$ cat src/rtl/led_pwm_if.sv
// led_pwm_if: LED colour word in, three PWM drives and a period marker out
interface led_pwm_if;
    logic [23:0] i_led_data;
    logic        o_pwm_r;
    logic        o_pwm_g;
    logic        o_pwm_b;
    logic        o_period_start;
    modport master (output i_led_data, input o_pwm_r, o_pwm_g, o_pwm_b, o_period_start);
    modport slave  (input i_led_data, output o_pwm_r, o_pwm_g, o_pwm_b, o_period_start);
endinterface

$ cat src/rtl/led_pwm.sv
// led_pwm: 255-tick RGB PWM with boundary-only duty updates; LED_PWM_FADE_EN makes duties step by 1 per period
module led_pwm #(
    parameter int unsigned PRESCALE_DIV = 4,
    parameter bit          ACTIVE_HIGH  = 1
) (
    input logic      i_clk,
    input logic      i_reset,
    led_pwm_if.slave bus
);
    localparam logic [15:0] PRE_LAST = 16'(PRESCALE_DIV - 1);
    localparam logic        INV      = ~ACTIVE_HIGH;
    logic [15:0] presc;
    logic [7:0]  cnt, duty_r, duty_g, duty_b, nxt_r, nxt_g, nxt_b;
    logic        init, tick, wrap, bnd;
`ifdef LED_PWM_FADE_EN
    function automatic logic [7:0] step(input logic [7:0] d, input logic [7:0] t);
        return t > d ? d + 8'd1 : t < d ? d - 8'd1 : d;
    endfunction
`endif
    always_comb begin
        tick = presc == PRE_LAST;
        wrap = tick && cnt == 8'd254;
        bnd  = wrap || init;
`ifdef LED_PWM_FADE_EN
        nxt_r = step(duty_r, bus.i_led_data[15:8]);
        nxt_g = step(duty_g, bus.i_led_data[23:16]);
        nxt_b = step(duty_b, bus.i_led_data[7:0]);
`else
        nxt_r = bus.i_led_data[15:8];
        nxt_g = bus.i_led_data[23:16];
        nxt_b = bus.i_led_data[7:0];
`endif
    end
    // the first cycle out of reset acts as a boundary: counters hold at 0 while duties load
    always_ff @(posedge i_clk) begin
        if (i_reset) begin
            presc              <= '0;
            cnt                <= '0;
            duty_r             <= '0;
            duty_g             <= '0;
            duty_b             <= '0;
            init               <= 1'b1;
            bus.o_pwm_r        <= INV;
            bus.o_pwm_g        <= INV;
            bus.o_pwm_b        <= INV;
            bus.o_period_start <= 1'b0;
        end else begin
            init  <= 1'b0;
            presc <= init || tick ? '0 : presc + 16'd1;
            cnt   <= init || wrap ? '0 : tick ? cnt + 8'd1 : cnt;
            if (bnd) begin
                duty_r <= nxt_r;
                duty_g <= nxt_g;
                duty_b <= nxt_b;
            end
            bus.o_period_start <= bnd;
            bus.o_pwm_r        <= (cnt < duty_r) ^ INV;
            bus.o_pwm_g        <= (cnt < duty_g) ^ INV;
            bus.o_pwm_b        <= (cnt < duty_b) ^ INV;
        end
    end
endmodule

$ cat src/flat_wrapper.sv
// flat-port wrapper written by rule: the top's interface ports become plain ports
module led_pwm_flat 
#(
    parameter int unsigned PRESCALE_DIV = 4,
    parameter bit          ACTIVE_HIGH  = 1
)
  (i_clk, i_reset, bus_i_led_data, bus_o_pwm_r, bus_o_pwm_g, bus_o_pwm_b, bus_o_period_start);
  led_pwm_if bus_i ();
  input logic i_clk;
  input logic i_reset;
  input wire logic [$bits(bus_i.i_led_data)-1:0] bus_i_led_data;
  output wire logic [$bits(bus_i.o_pwm_r)-1:0] bus_o_pwm_r;
  output wire logic [$bits(bus_i.o_pwm_g)-1:0] bus_o_pwm_g;
  output wire logic [$bits(bus_i.o_pwm_b)-1:0] bus_o_pwm_b;
  output wire logic [$bits(bus_i.o_period_start)-1:0] bus_o_period_start;
  assign bus_i.i_led_data = bus_i_led_data;
  assign bus_o_pwm_r = bus_i.o_pwm_r;
  assign bus_o_pwm_g = bus_i.o_pwm_g;
  assign bus_o_pwm_b = bus_i.o_pwm_b;
  assign bus_o_period_start = bus_i.o_period_start;
  led_pwm #(.PRESCALE_DIV(PRESCALE_DIV), .ACTIVE_HIGH(ACTIVE_HIGH)) u_core (.i_clk(i_clk), .i_reset(i_reset), .bus(bus_i));
endmodule
$ cat config.mk
export PLATFORM = sky130hd
export DESIGN_NAME = led_pwm_flat
export DESIGN_NICKNAME = d
export VERILOG_FILES = /design/src/rtl/led_pwm_if.sv /design/src/rtl/led_pwm.sv /design/src/flat_wrapper.sv
export SDC_FILE = /design/constraint.sdc
export NUM_CORES = 1
export LEC_CHECK = 0
export ABC_AREA = 1
export CORE_MARGIN = 2
export CORE_UTILIZATION = 50
export DETAILED_ROUTE_END_ITERATION = 16
export PLACE_DENSITY = 0.81
export SETUP_SLACK_MARGIN = 0.3
export SLEW_MARGIN = 5
export SYNTH_ARGS = -nofsm -noshare
export SYNTH_HDL_FRONTEND = slang
export SYNTH_SLANG_ARGS = --single-unit
$ cat constraint.sdc
create_clock -name i_clk -period 2.6 [get_ports i_clk]
set_input_delay 0.52 -clock i_clk [delete_from_list [all_inputs] [get_ports i_clk]]
set_output_delay 0.52 -clock i_clk [all_outputs]
set_load 0.01 [all_outputs]
# [Yosys cells after proc, flatten, opt, wreduce, memory -nomap -nowiden]
# Cells that the tools add are included.
[totals] ff_bits=53 n_memories=0 latch_bits=0 ram_bits=0 romBits=0 output_inout_bits=4 word_cells=23
[classes] n_lt_le_gt_ge=3 eq_ne=2 mux=1 reduce_logical=5 div=0 n_mul=0 bitwise=0 addsub=2 shift=0
[ops] cell="$lt 8x8->1" count=3
[ops] cell="$add 16x1->16 const B" count=1
[ops] cell="$eq 16x2->1 const B" count=1
[ops] cell="$add 8x1->8 const B" count=1
[ops] cell="$eq 8x8->1 const B" count=1
[ops] cell="$reduce_or 2->1" count=2
[ops] cell="$logic_or 1x1->1" count=2
[ops] cell="$logic_and 1x1->1" count=1
[ops] cell="$mux 1" count=1

# [Longest topological paths before layout]
[depth] ltp_word=4 mapped_depth=9 mapped_depth_nobuf=9

# [Worst setup path before layout]
# OpenSTA, ideal clock, no wires.
[synth_timing] path_type="register -> register" start="register u_core.cnt[0]" end="register u_core.duty_b[0]" stages_incl_launch_ff=9 slack_ns=1.296 setup_ns=0.114 path_buffers=1 t_arrival_ns=1.190 cell_sequence="dfxtp_1 > inv_1 > ha_1 > nand2_1 > nor2_1 > nand3_2 > buf_2 > nand3_1 > nand2_1"
[synth_via] elab_chain_cells=3
[synth_lines] item="from (decl)" line="led_pwm.sv:13" rtl="logic [7:0] cnt, duty_r, duty_g, duty_b, nxt_r, nxt_g, nxt_b;"
[synth_lines] item="from (signal assigned)" line="led_pwm.sv:50" rtl="cnt <= init || wrap ? '0 : tick ? cnt + 8'd1 : cnt;"
[synth_lines] item="$eq 8x8->1" line="led_pwm.sv:22" rtl="wrap = tick && cnt == 8'd254;"
[synth_lines] item="$logic_and 1x1->1" line="led_pwm.sv:22"
[synth_lines] item="$logic_or 1x1->1" line="led_pwm.sv:23" rtl="bnd = wrap || init;"
[synth_lines] item="to (signal assigned)" line="led_pwm.sv:54" rtl="duty_b <= nxt_b;"
[synth_lines] item="to (decl)" line="led_pwm.sv:13"
# No other way between the ends.
# A chain may end at the register's enable or synchronous reset.

# [Worst setup path in the final report]
[layout_timing] start="register u_core.presc[0]" end="register u_core.presc[2]"
[layout_via] elab_chain_cells=3 elab_cells_between_ends=4 cone_classes="add/sub: 1; eq/ne: 1; reduce/logical: 2"
[layout_lines] item="from (decl)" line="led_pwm.sv:12" rtl="logic [15:0] presc;"
[layout_lines] item="from (signal assigned)" line="led_pwm.sv:49" rtl="presc <= init || tick ? '0 : presc + 16'd1;"
[layout_lines] item="branches (longest 3 deep; another with $add 16x1->16)"
# Parallel ways; which one is timed is not known.

==> impl_metrics.toml <==
[route]
drt-vias-per-instance = 5.25
vias = 2745
drc = 0
drt_iter0_drc = 165
drt_wl_total_um = 6340
detail_route.wl_per_cell_um = 12.1
drtAntennaViolNets = 0
first_pass_iters = 6

[place]
gp_congestion = 0.904
hpwl_um = 4620
place_ws_ns = 0.666
place_area_um2 = 3280
portBuffers = 29

[sta]
max_slew_margin = 0.632
whs_ns = 0.463
timing.fmax_mhz = 532
fin_ws_ns = 0.721
fin_crit_sh = 0.723
fin_setup_tns_ns = 0
worst_slew_pin_slew_ns = 0.550
maxSlewViolCount = 0
rsz0062_at_grt = "no"
final_hold_viol_count = 0
fin_crit_ns = 1.88
clock_skew_ns = 0.00823
finalSetupViolCount = 0

[clock_network]
cts_resized = 0
clkLatencyLatePin_ns = 0.30
cts_setup_buffers = 0
clk_pin_slew_worst_paths_ns = 0.08
cts.sinks = 53
cts-root-buf = "clkbuf_8"
cts_made_buffers = 5
htreeDepth = 2
holdBufCountCts = 0
clockBufferDepth = 2
cts_tree = "yes"

[finish]
n_antenna_cell = 0
syn_to_final_growth_pct = 14.4
drive_above_1_share = 0.0399
nets = 500
fin_area_um2 = 3360
post-route-util = 0.602

[synthesis]
ys_types = 23
synth.largest_area_cell = "dfxtp_1"
synthTopCellsByArea = "dfxtp_1 36%, nand2_1 15%, ha_1 10%"
yosys_most_used_dff = "dfxtp_1"
synth_compound_gate_area_share = 0.0520
postSynth.asyncResetShare = 0
synth_edf_count = 0
yosys.area_share.simple = 0.371
synthMuxAreaShare = 0
synth_top_area_frac = 0.362
avgSynthCellArea_um2 = 6.97
yosysSeqAreaShare = 0.362
synth_top_family_by_area = "simple AND/OR/NAND/NOR gates"
yosysMostFrequentCell = "nand2_1"
yosysWarningCount = 0
synth_xor_xnor_area_share = 0.0179
ys_ff_latch = 53
syn_area_um2 = 2930
yosys.area_share.adder = 0.102
synth_cells = 421
synthesis.nets = 471
netlist_top_cells_count = "119 x nand2_1, 53 x dfxtp_1, 52 x inv_1"

[critical_path]
cp_slowest_cell = "nand2_1"
crit_chain = "ha_1 > nand2_1 > nor2_1 > nand2_1 > nand3_2 > nor3_1"
crit_type = "reg2reg"
worst_setup_path_end_kind = "flop"
cp_slowest_stage_delay_ns = 0.41
r2r_slack_ns = 0.72
cp.required_ns = 2.81
worst_setup_path_start_kind = "flop"
crit_top_cell = "nand2_1"
arrival_ns = 2.09
r2r_cells = 6
worstPathMaxFanout = 16

[run_status]
status = "finished, final reports clean"

[floorplanning]
die_y_um = 80.6
num_io_pins = 30
die_width_um = 80.6
start_util = 0.526
dieArea_um2 = 6500
rows = 27
core_region_area_um2 = 5570

[grt]
grt_pass1_vias = 2590
grt_busiest_layer = "met2"
grt_overflow = 0
grt_max_degree = 25
grt_pass1_wl_um = 11200
use_met1 = 0.277
antenna_found_initial = 0
met2_usage = 0.353
use_met3 = 0.0337
grt.total_usage = 0.215

[power]
power.density_nw_per_um2 = 430
ir_drop_v = 0.000299
leakagePower_uw = 0.00145

[run]
cap_violations = 0

[min_path]
hp-class = "reg2reg"
min_path_cells = 1
==> layout by cell type (no fill, tap or decap), types with 4 or more instances in the layout <==
master	instances
nand4_1	29
nand3b_1	4
clkdlybuf4s50_1	29
buf_4	5
dfxtp_1	53
nor3_1	4
xor2_1	5
clkbuf_8	5
inv_1	52
ha_1	24
a21oi_1	25
nand2_1	119
nand3_1	36
nor2_1	44
==> per-stage QoR <==
| stage | power [uW] | cells |
|---|---|---|
| floorplan | 948 | 421 |
| global placement | 1020 | 515 |
| detailed placement | 1020 | 515 |
| CTS | 1460 | 523 |
| global route | 1520 | 523 |
| finish | 1440 | 523 |
==> report_power, final <==
part | switching, uW | internal [uW] | total, uW
registers | 11.6 | 835 | 846
clock network | 249 | 192 | 440
logic | 82.3 | 73.5 | 156
==> sequential cells by signal (all words and copies together) (netlist names) <==
signal,flops
u_core.bus.o_period_start,1
u_core.bus.o_pwm_b,1
u_core.bus.o_pwm_g,1
u_core.bus.o_pwm_r,1
u_core.cnt,8
u_core.duty_b,8
u_core.duty_g,8
u_core.duty_r,8
u_core.init,1
u_core.presc,16
==> routing by layer <==
metal  share of wire  vias up
met5               0        -
met4           0.021        0
met3           0.047       14
met2            0.46       54
met1            0.47     1255
li1                -     1422
==> cell type report <==
class                           instances  area [um2]
Clock buffer                            8        80.1
Fill cell                             503        2220
Inverter                               54         203
Multi-Input combinational cell        302        1590
Sequential cell                        53        1060
Tap cell                               72        90.1
Timing Repair Buffer                   34         328
==> worst paths after layout <==
kind | end | from
setup reg to reg | u_core.presc[2] | u_core.presc[0]
setup / recovery | u_core.presc[2] | u_core.presc[0]
hold / removal | u_core.presc[0] | u_core.presc[0]
hold reg to reg | u_core.presc[0] | u_core.presc[0]
==> kinds of logic (layout without fill, tap and decap cells) <==
logic type	count (synthesis)	after routing
AOI/OAI and AO/OA	29	29
xor gates and xnor gates	6	6
adders and majority gates	24	24
buffers and inverters	66	96
DFF	53	53
and+or+nand+nor	243	243
==> critical path: cells and delay by family, from the launching register on <==
family / cells / cell delay [ns]
adders and majority gates: 1 / 0.25
DFF: 1 / 0.34
and+or+nand+nor: 5 / 1.20
No activity file was read; power rests on OpenSTA's default activity.
